$ cat src/rtl/loader_arb_pkg.sv
// rtl/loader_arb_pkg.sv - shared types and constants for the loader memory arbiter
// Contents: arbiter state and grant encodings, timeout read-data value,
// saturating 32-bit increment used by the optional ARB_PERF_CNT_EN counters.
package loader_arb_pkg;

    typedef enum logic [1:0] {
        S_IDLE,
        S_ISSUE,
        S_DONE
    } arb_state_t;

    typedef enum logic [1:0] {
        G_NONE,
        G_LD,
        G_CPU,
        G_PPU
    } grant_t;

    // Read data returned to a requester whose transaction was aborted.
    localparam logic [7:0] RDATA_TIMEOUT = 8'hFF;

    function automatic logic [31:0] sat_inc32(input logic [31:0] v);
        return (v == 32'hFFFF_FFFF) ? v : v + 32'd1;
    endfunction

endpackage

$ cat src/rtl/loader_wr_fifo.sv
// rtl/loader_wr_fifo.sv - posted-write FIFO for the game loader stream
// Ports: clk, reset (async, active-high); i_push/i_push_data write side;
// i_pop/o_pop_data read side (o_pop_data is the head entry, valid when not empty);
// o_full, o_empty, o_count status.
module loader_wr_fifo #(
    parameter int DEPTH = 4,
    parameter int WIDTH = 30
) (
    input  logic                     clk,
    input  logic                     reset,
    input  logic                     i_push,
    input  logic [WIDTH-1:0]         i_push_data,
    input  logic                     i_pop,
    output logic [WIDTH-1:0]         o_pop_data,
    output logic                     o_full,
    output logic                     o_empty,
    output logic [$clog2(DEPTH):0]   o_count
);

    localparam int AW = $clog2(DEPTH);
    localparam int CW = AW + 1;

    logic [WIDTH-1:0] r_mem [DEPTH];
    logic [AW-1:0]    r_wr_ptr;
    logic [AW-1:0]    r_rd_ptr;
    logic             w_push_ok;
    logic             w_pop_ok;

    assign o_full     = (o_count == CW'(DEPTH));
    assign o_empty    = (o_count == '0);
    assign o_pop_data = r_mem[r_rd_ptr];

    // A pop in the same cycle frees a slot, so a push into a full FIFO still lands.
    assign w_pop_ok  = i_pop && !o_empty;
    assign w_push_ok = i_push && (!o_full || w_pop_ok);

    always_ff @(posedge clk) begin
        if (w_push_ok) begin
            r_mem[r_wr_ptr] <= i_push_data;
        end
    end

    always_ff @(posedge clk or posedge reset) begin
        if (reset) begin
            r_wr_ptr <= '0;
            r_rd_ptr <= '0;
            o_count  <= '0;
        end else begin
            if (w_push_ok) begin
                r_wr_ptr <= r_wr_ptr + AW'(1);
            end
            if (w_pop_ok) begin
                r_rd_ptr <= r_rd_ptr + AW'(1);
            end
            if (w_push_ok && !w_pop_ok) begin
                o_count <= o_count + CW'(1);
            end else if (w_pop_ok && !w_push_ok) begin
                o_count <= o_count - CW'(1);
            end
        end
    end

endmodule

$ cat src/rtl/loader_mem_arbiter.sv
// rtl/loader_mem_arbiter.sv - shares one cartridge memory port between loader, CPU and PPU
// Ports: clk, reset (async, active-high); ld_* loader write stream and FIFO status;
// cpu_* read/write request/ack; ppu_* read request/ack; mem_* SDRAM controller side;
// timeout sticky abort flag. Optional macro ARB_PERF_CNT_EN adds cnt_ld, cnt_cpu,
// cnt_ppu (grants) and cnt_stall (cycles a requester waits while another is served).
module loader_mem_arbiter
    import loader_arb_pkg::*;
#(
    parameter int ADDR_W      = 22,
    parameter int DATA_W      = 8,
    parameter int FIFO_DEPTH  = 4,
    parameter int TIMEOUT_CYC = 255
) (
    input  logic              clk,
    input  logic              reset,
    input  logic              ld_busy,
    input  logic              ld_write,
    input  logic [ADDR_W-1:0] ld_addr,
    input  logic [DATA_W-1:0] ld_data,
    output logic              ld_full,
    output logic              ld_drained,
    output logic              ld_overflow,
    input  logic              cpu_req,
    input  logic              cpu_we,
    input  logic [ADDR_W-1:0] cpu_addr,
    input  logic [DATA_W-1:0] cpu_wdata,
    output logic              cpu_ack,
    output logic [DATA_W-1:0] cpu_rdata,
    input  logic              ppu_req,
    input  logic [ADDR_W-1:0] ppu_addr,
    output logic              ppu_ack,
    output logic [DATA_W-1:0] ppu_rdata,
    output logic              mem_req,
    output logic              mem_we,
    output logic [ADDR_W-1:0] mem_addr,
    output logic [DATA_W-1:0] mem_wdata,
    input  logic [DATA_W-1:0] mem_rdata,
    input  logic              mem_ack,
`ifdef ARB_PERF_CNT_EN
    output logic [31:0]       cnt_ld,
    output logic [31:0]       cnt_cpu,
    output logic [31:0]       cnt_ppu,
    output logic [31:0]       cnt_stall,
`endif
    output logic              timeout
);

    localparam int FW = ADDR_W + DATA_W;
    localparam int CW = $clog2(FIFO_DEPTH) + 1;
    localparam int TW = $clog2(TIMEOUT_CYC + 1);
    localparam logic [CW-1:0] FULL_CNT = CW'(FIFO_DEPTH);
    localparam logic [TW-1:0] TMO_LAST = TW'(TIMEOUT_CYC - 1);

    arb_state_t        r_state;
    grant_t            r_grant;
    grant_t            w_grant;
    logic [TW-1:0]     r_wait;
    logic              w_pop;
    logic              w_empty;
    logic              w_full;
    logic [CW-1:0]     w_count;
    logic [FW-1:0]     w_fifo_q;
    logic [ADDR_W-1:0] w_ld_addr;
    logic [DATA_W-1:0] w_ld_data;
    logic [DATA_W-1:0] w_rdata;

    assign {w_ld_addr, w_ld_data} = w_fifo_q;

    loader_wr_fifo #(
        .DEPTH (FIFO_DEPTH),
        .WIDTH (FW)
    ) u_fifo (
        .clk         (clk),
        .reset       (reset),
        .i_push      (ld_write),
        .i_push_data ({ld_addr, ld_data}),
        .i_pop       (w_pop),
        .o_pop_data  (w_fifo_q),
        .o_full      (w_full),
        .o_empty     (w_empty),
        .o_count     (w_count)
    );

    // While loading only the FIFO may win; at runtime PPU > CPU > leftover writes.
    always_comb begin
        w_grant = G_NONE;
        if (ld_busy) begin
            if (!w_empty) w_grant = G_LD;
        end else if (ppu_req) begin
            w_grant = G_PPU;
        end else if (cpu_req) begin
            w_grant = G_CPU;
        end else if (!w_empty) begin
            w_grant = G_LD;
        end
    end

    assign w_pop      = (r_state == S_IDLE) && (w_grant == G_LD);
    assign ld_full    = (w_count == FULL_CNT);
    // Held low during reset so every output reads 0 while reset is asserted.
    assign ld_drained = w_empty && (r_state == S_IDLE) && !reset;
    assign w_rdata    = mem_ack ? mem_rdata : DATA_W'(RDATA_TIMEOUT);

    always_ff @(posedge clk or posedge reset) begin
        if (reset) begin
            r_state     <= S_IDLE;
            r_grant     <= G_NONE;
            r_wait      <= '0;
            mem_req     <= 1'b0;
            mem_we      <= 1'b0;
            mem_addr    <= '0;
            mem_wdata   <= '0;
            cpu_ack     <= 1'b0;
            ppu_ack     <= 1'b0;
            cpu_rdata   <= '0;
            ppu_rdata   <= '0;
            timeout     <= 1'b0;
            ld_overflow <= 1'b0;
        end else begin
            cpu_ack <= 1'b0;
            ppu_ack <= 1'b0;
            if (ld_write && w_full && !w_pop) begin
                ld_overflow <= 1'b1;
            end
            case (r_state)
                S_IDLE: begin
                    r_grant <= w_grant;
                    r_wait  <= '0;
                    if (w_grant != G_NONE) begin
                        mem_req <= 1'b1;
                        r_state <= S_ISSUE;
                        case (w_grant)
                            G_PPU: begin
                                mem_we    <= 1'b0;
                                mem_addr  <= ppu_addr;
                                mem_wdata <= '0;
                            end
                            G_CPU: begin
                                mem_we    <= cpu_we;
                                mem_addr  <= cpu_addr;
                                mem_wdata <= cpu_wdata;
                            end
                            default: begin
                                mem_we    <= 1'b1;
                                mem_addr  <= w_ld_addr;
                                mem_wdata <= w_ld_data;
                            end
                        endcase
                    end
                end
                S_ISSUE: begin
                    // mem_ack wins if it arrives on the last allowed wait cycle.
                    if (mem_ack || (r_wait == TMO_LAST)) begin
                        mem_req <= 1'b0;
                        r_state <= S_DONE;
                        if (!mem_ack) timeout <= 1'b1;
                        // Ack is registered here so it is high for the whole S_DONE cycle.
                        if (r_grant == G_CPU) begin
                            cpu_ack   <= 1'b1;
                            cpu_rdata <= w_rdata;
                        end
                        if (r_grant == G_PPU) begin
                            ppu_ack   <= 1'b1;
                            ppu_rdata <= w_rdata;
                        end
                    end else begin
                        r_wait <= r_wait + TW'(1);
                    end
                end
                default: begin
                    r_state <= S_IDLE;
                end
            endcase
        end
    end

`ifdef ARB_PERF_CNT_EN
    grant_t w_served;
    logic   w_stall;

    always_comb begin
        w_served = (r_state == S_IDLE) ? w_grant : r_grant;
        w_stall  = 1'b0;
        if (r_state != S_DONE) begin
            w_stall = (ppu_req && (w_served != G_PPU)) ||
                      (cpu_req && (w_served != G_CPU)) ||
                      (!w_empty && (w_served != G_LD));
        end
    end

    always_ff @(posedge clk or posedge reset) begin
        if (reset) begin
            cnt_ld    <= '0;
            cnt_cpu   <= '0;
            cnt_ppu   <= '0;
            cnt_stall <= '0;
        end else begin
            if (r_state == S_IDLE) begin
                if (w_grant == G_LD)  cnt_ld  <= sat_inc32(cnt_ld);
                if (w_grant == G_CPU) cnt_cpu <= sat_inc32(cnt_cpu);
                if (w_grant == G_PPU) cnt_ppu <= sat_inc32(cnt_ppu);
            end
            if (w_stall) cnt_stall <= sat_inc32(cnt_stall);
        end
    end
`endif

endmodule

$ cat config.mk
export PLATFORM = sky130hd
export DESIGN_NAME = loader_mem_arbiter
export DESIGN_NICKNAME = d
export VERILOG_FILES = /design/src/rtl/loader_arb_pkg.sv /design/src/rtl/loader_wr_fifo.sv /design/src/rtl/loader_mem_arbiter.sv
export SDC_FILE = /design/constraint.sdc
export NUM_CORES = 1
export LEC_CHECK = 0
export ABC_AREA = 1
export BUFFER_PORTS_ARGS = -buffer_cell sky130_fd_sc_hd__buf_4
export CORE_UTILIZATION = 50
export DETAILED_ROUTE_END_ITERATION = 6
export HOLD_SLACK_MARGIN = 0.15
export MAX_ROUTING_LAYER = met4
export PLACE_DENSITY_LB_ADDON = 0.12
export SETUP_SLACK_MARGIN = 0.3
export SYNTH_ARGS = -nofsm -noshare
export SYNTH_HDL_FRONTEND = slang
export SYNTH_SLANG_ARGS = --single-unit
$ cat constraint.sdc
create_clock -name clk -period 7.27 [get_ports clk]
set_input_delay 1.454 -clock clk [delete_from_list [all_inputs] [get_ports clk]]
set_output_delay 1.454 -clock clk [all_outputs]
set_load 0.03 [all_outputs]
Word level (Yosys, flattened, before mapping):

Memories as Yosys holds them, arrays and structs flattened.
Cells that the tools add are included.

* bits in registers: 71
* memory bits (writable): 120
* input port bits: 98
* output and inout port bits: 54
* logic and storage cells: 89
* memories: 1

* add/subtract/negate cells: 5
* equality and inequality tests: 11
* multiplexer cells: 26
* bitwise operators: 1
* reduce and logical (&&, ||, !) cells: 29

Memories
* u_fifo.r_mem: words 4, bits a word 30, read ports 1, clocked after Yosys merged registers in 0, write ports 1, RTL line loader_wr_fifo.sv:23 `logic [WIDTH-1:0] r_mem [DEPTH];`

Operator list (number)
* $pmux W22 S2: 1
* $pmux W8 S2: 2
* $mux W8: 2
* $reduce_and A3 Y1: 4
* $mux W1: 11
* $mux W2: 5
* $logic_and A1 B1 Y1: 9
* $add A8 B1 Y8 const B: 1
* $eq A2 B2 Y1 const B: 4
* $eq A8 B8 Y1 const B: 1
* $logic_not A1 Y1: 6
* $mux W3: 2
* $reduce_and A2 Y1: 3
* $reduce_bool A2 Y1: 3
* $add A2 B1 Y2 const B: 2
* $eq A2 B1 Y1 const B: 2
* $ne A2 B2 Y1 const B: 2
* $pmux W1 S2: 2
* $pmux W2 S2: 1
* $add A3 B1 Y3 const B: 1
* $eq A3 B3 Y1 const B: 1
* $logic_not A3 Y1: 1
* $sub A3 B1 Y3 const B: 1
* $logic_not A2 Y1: 1
* 3 further kinds: 4

Longest topological paths before layout:

* depth after elaboration: 14
* gate-level depth with buffers: 12
* gate-level depth less buffers: 12

Modules after synthesis:

Synthesis repeated with hierarchy kept, for this count alone.

* cells, all modules: 807
* area, all modules: 8345.5 um^2

Modules (own cells, without submodules)
* loader_wr_fifo: instances 1, cells each 383, area an instance 5047.3 um^2, sequential area each 3778.6 um^2
* loader_mem_arbiter: instances 1, cells each 424, area an instance 3298.2 um^2, sequential area each 1601.5 um^2

Worst setup path before layout:

No wires, ideal clock.

* kind: input -> register
* from: in cpu_req
* to: mem u_fifo.r_mem[0][0] (enable)
* library setup time: 417 ps
* arrival: 3252 ps
* required time: 6853 ps
* setup slack: 3601 ps
* stages on the path: 5
* path buffers: 0
* cell sequence: o21ai_1 nand2_1 nand2_1 nand2_2 nor2_1

* cells in the longest elaborated chain, start to end: 10

RTL lines
* from (decl): RTL line loader_mem_arbiter.sv:23 `input logic cpu_req,`
* $mux W2: RTL line loader_mem_arbiter.sv:91 `end else if (cpu_req) begin`
* $mux W2: RTL line loader_mem_arbiter.sv:89 `end else if (ppu_req) begin`
* $mux W2: RTL line loader_mem_arbiter.sv:87 `if (ld_busy) begin`
* $eq A2 B1 Y1: RTL line loader_mem_arbiter.sv:98 `assign w_pop = (r_state == S_IDLE) && (w_grant == G_LD);`
* $logic_and A1 B1 Y1: RTL line loader_mem_arbiter.sv:98
* $logic_and A1 B1 Y1: RTL line loader_wr_fifo.sv:34 `assign w_pop_ok = i_pop && !o_empty;`
* $logic_or A1 B1 Y1: RTL line loader_wr_fifo.sv:35 `assign w_push_ok = i_push && (!o_full || w_pop_ok);`
* $logic_and A1 B1 Y1: RTL line loader_wr_fifo.sv:35
* $mux W1: RTL line loader_wr_fifo.sv:38 `if (w_push_ok) begin`
* $mux W1 (implied by the code): RTL line loader_wr_fifo.sv:39 `r_mem[r_wr_ptr] <= i_push_data;`
* to (decl): RTL line loader_wr_fifo.sv:23

No other way between the ends.

Worst setup path after layout:

* from: in ld_busy
* to: reg mem_we

* cells in the longest elaborated chain, start to end: 3
* elaborated cells on any way between the ends: 6
* those cells by class: eq/ne: 2; mux: 2; reduce/logical: 2

RTL lines
* from (decl): RTL line loader_mem_arbiter.sv:16 `input logic ld_busy,`
* $mux W2 *: RTL line loader_mem_arbiter.sv:87
* $eq A2 B2 Y1 or $reduce_bool A2 Y1 (tied branches): RTL line loader_mem_arbiter.sv:132, loader_mem_arbiter.sv:129
* $pmux W1 S2 or $reduce_and A2 Y1 (tied branches)
* to (signal assigned): RTL line loader_mem_arbiter.sv:139 `mem_we <= cpu_we;`
* to (decl): RTL line loader_mem_arbiter.sv:34 `output logic mem_we,`

Mark *: on every way between the ends. The rest lies on a longest branch, timed or not.
A chain may end at the register's enable or synchronous reset.

==> summary.md <==
| Metric | Value |
|---|---|
| Outcome | completed |
| Synth unique cells | 28 |
| Worst setup SP type | input port |
| Setup slack, reg-to-reg | approximately 5 ns |
| Synth Warn # | 0 |
| Final setup margin | approximately 3.5 ns |
| Fillers | between 1000 and 1500 |
| Setup repair bufs after CTS | 0 |
| Slew margin rel. | 14.1% |
| DRT Wirelength | about 19 mm |
| Post-Syn Area | 8690 sq um |
| Initial cell density of the core | between 50% and 60% |
| Setup violators final | 0 |
| R2R cell count | 9 |
| Top achievable clock speed | ~0.26 GHz |
| GRT Total Usage | around 23% |
| H-tree depth | 4 |
| Hold Startpoint | ld_overflow$_DFFE_PP0P_ |
| Required time worst endpoint | approximately 7.6 ns |
| Hold crit path type | flip-flop to flip-flop |
| DR pass1 iterations | 5 |
| Most frequent cells in the layout | nand2_1, inv_1, buf_4 |
| Final Cycle Share | a little over half |
| CTS Sinks | 191 |
| CTS tree | done |
| Post-route clock skew | about 0.009 ns |
| Hold_buf cts | 0 |
| Area leader, netlist | edfxtp_1 |
| Cells after Synth | 960 |
| Min-Delay Path Depth | 1 |
| Reg2reg start | u_fifo.r_rd_ptr[0]$_DFFE_PP0P_ |
| Area Growth Syn to Fin | 22.1% |
| Final hold vios | 0 |
| Worst-Margin Slew | approximately 1.3 ns |
| CTS Root Cell | clkbuf_16 |
| Final TNS setup | 0 ns |
| Clk Latency, worst-skew pair | 0.43 ns |
| DP HPWL | ~12 mm |
| Overall die width | 134 microns |
| Gpl congestion | 0.763 |
| Longest Clk Path Bufs | 2 |
| Largest cells by area after synthesis | edfxtp_1, dfrtp_1, nand2_1, inv_1, nand3_1 |
| Fin. max-slew vios | 0 |
| Leakage | approximately 5.4 nW |
| Crit-path max FO | 34 |
| RSZ-0062 raised after global routing | no |
| DRC | 0 |
| Crit path DAT | between 4 and 5 ns |
| First-pass GRT wire length | between 30 and 40 mm |
| Die Y | between 100 and 150 microns |
| # IOs | 152 |
| Post-layout min period | ~3.8 ns |
| RR Endpoint | mem_addr[5]$_DFFE_PP0P_ |
| Cts bufs inserted | 17 |
| Hold Path Sink | ld_overflow$_DFFE_PP0P_ |
| Max_cap viols | 0 |
| Die area | about 18000 sq um |
| Layout cells sized above 1 | approximately a fifth |
| Pin count of the biggest net entering global routing | 72 |
| FF+latch count, synth | between 150 and 200 |
| Placed Cells | around 1300 |
| 1st-iter DRT viols | between 400 and 500 |
| Post-Place Worst Slack | about 3.0 ns |
| Most common cell after layout, fill and taps aside | nand2_1 |
| WS Path Type | input port to flip-flop |
| Synth top area share | 41.5% |
| Avg Cell Area, Syn | 9.05 sq um |
| Post_cts resized | 0 |
| Initial antenna violation count | 0 |
| Num rows | 47 |
| Avg Vias per Cell | roughly 4.8 |
| Via count | roughly 6500 |
| Number of global-route vias before repair | 6144 |
| Core ar. | approximately 17000 sq um |
| Worst vdd ir | about 240 uV |
| GRT overflow | 0 |
| # diodes | 0 |
| Syn_nets | about 1100 |
| Wire length per cell | about 14 microns |
| PD cells | 399 nW/um^2 |
| Final Non-Filler Cells | ~1300 |
| IO buf count | 151 |
| Post-DRT Antenna Nets | 0 |
| Fin nets | between 1000 and 1500 |
| Worst Setup End Kind | flip-flop |
| Clock-pin slew on the worst setup and hold paths | about 0.070 ns |
| Sequential cell area fraction in the yosys report | 61.9% |
==> synth_stat cells <==
cell type  instances
a21oi_1           25
a21oi_4            1
a31o_2             2
a31oi_1            1
buf_2             17
buf_4              3
buf_6              2
clkbuf_1          13
dfrtp_1           71
edfxtp_1         120
fa_1               1
ha_1               7
inv_1            161
inv_2             11
mux2_2             1
nand2_1          360
nand2_2            5
nand2_4            4
nand3_1           66
nand4_1            3
nor2_1            42
nor2_2             2
nor2_4             3
nor3_1             4
o21ai_0            4
o21ai_1           25
xnor2_1            2
xor2_1             4
==> logic make-up after synthesis <==
logic type	count (synthesis)	share of synthesized area (%)
adder cells (fa/ha/maj)	8	1.24
XOR/XNOR	6	0.605
buffers and inverters	207	9.49
multiplexers	1	0.130
AO/OA/AOI/OAI	58	3.57
flip-flops	191	61.9
AND/OR/NAND/NOR	489	23.0
==> flip-flops by register name, summed over array words and instances (netlist names), 3 cells and up <==
| register | flops |
|---|---|
| mem_wdata | 8 |
| cpu_rdata | 8 |
| ppu_rdata | 8 |
| u_fifo.o_count | 3 |
| r_wait | 8 |
| mem_addr | 22 |
| u_fifo.r_mem | 120 |
==> final cells by class <==
type | instances | area [sq um] | area share, %
clock inverters | 8 | 65.1 | 0.613
inverters | 172 | 647 | 6.10
well taps | 220 | 275 | 2.59
clock buffers | 24 | 547 | 5.15
repair buffers | 154 | 1160 | 10.9
flip-flops and latches | 191 | 5380 | 50.7
multi-input cells | 562 | 2540 | 23.9
==> how the worst max path moves through the flow <==
stage,from,end
after CTS,ld_busy,mem_addr[4]$_DFFE_PP0P_
final,ld_busy,mem_we$_DFFE_PP0P_
after detailed placement,ld_busy,mem_addr[4]$_DFFE_PP0P_
after global routing,ld_busy,mem_addr[11]$_DFFE_PP0P_
after floorplan,cpu_req,u_fifo.r_mem[0][0]$_DFFE_PP_
after global placement,ld_busy,mem_we$_DFFE_PP0P_
==> stage by stage <==
stage	total power [W]	util, %	hold WS, ns	instance area [sq um]
after floorplan	0.00279	-	0.480	8690
after global placement	0.00329	59.6	0.461	10000
after detailed placement	0.00333	59.6	0.462	10000
after CTS	0.00427	63.3	0.477	10600
after global routing	0.00453	63.3	0.493	10600
final	0.00424	63.3	0.470	10600
==> worst max-delay path, stage by stage <==
cell and delay (ns):
buf_4 0.11, inv_2 0.07, nand2_1 0.63, nand2_1 0.26, nor2_1 0.11, nor2_4 0.67, inv_2 0.53, nand2_1 0.15
o21ai_1 0.07
==> metal layers <==
layer / track usage [%] / share of wire (%)
met3: 3.97 / 4.7
met1: 29.0 / 45
met5: - / 0
met2: 38.1 / 49
met4: 6.82 / 1.2
==> power by group <==
group          internal (W)  total (W)  leakage [nW]  switching (W)
registers           0.00148    0.00162          1.99       0.000134
logic              0.000540    0.00169          3.07        0.00115
clock network      0.000534   0.000935         0.298       0.000402
total               0.00256    0.00424          5.36        0.00168
No activity file was read; power rests on OpenSTA's default activity.
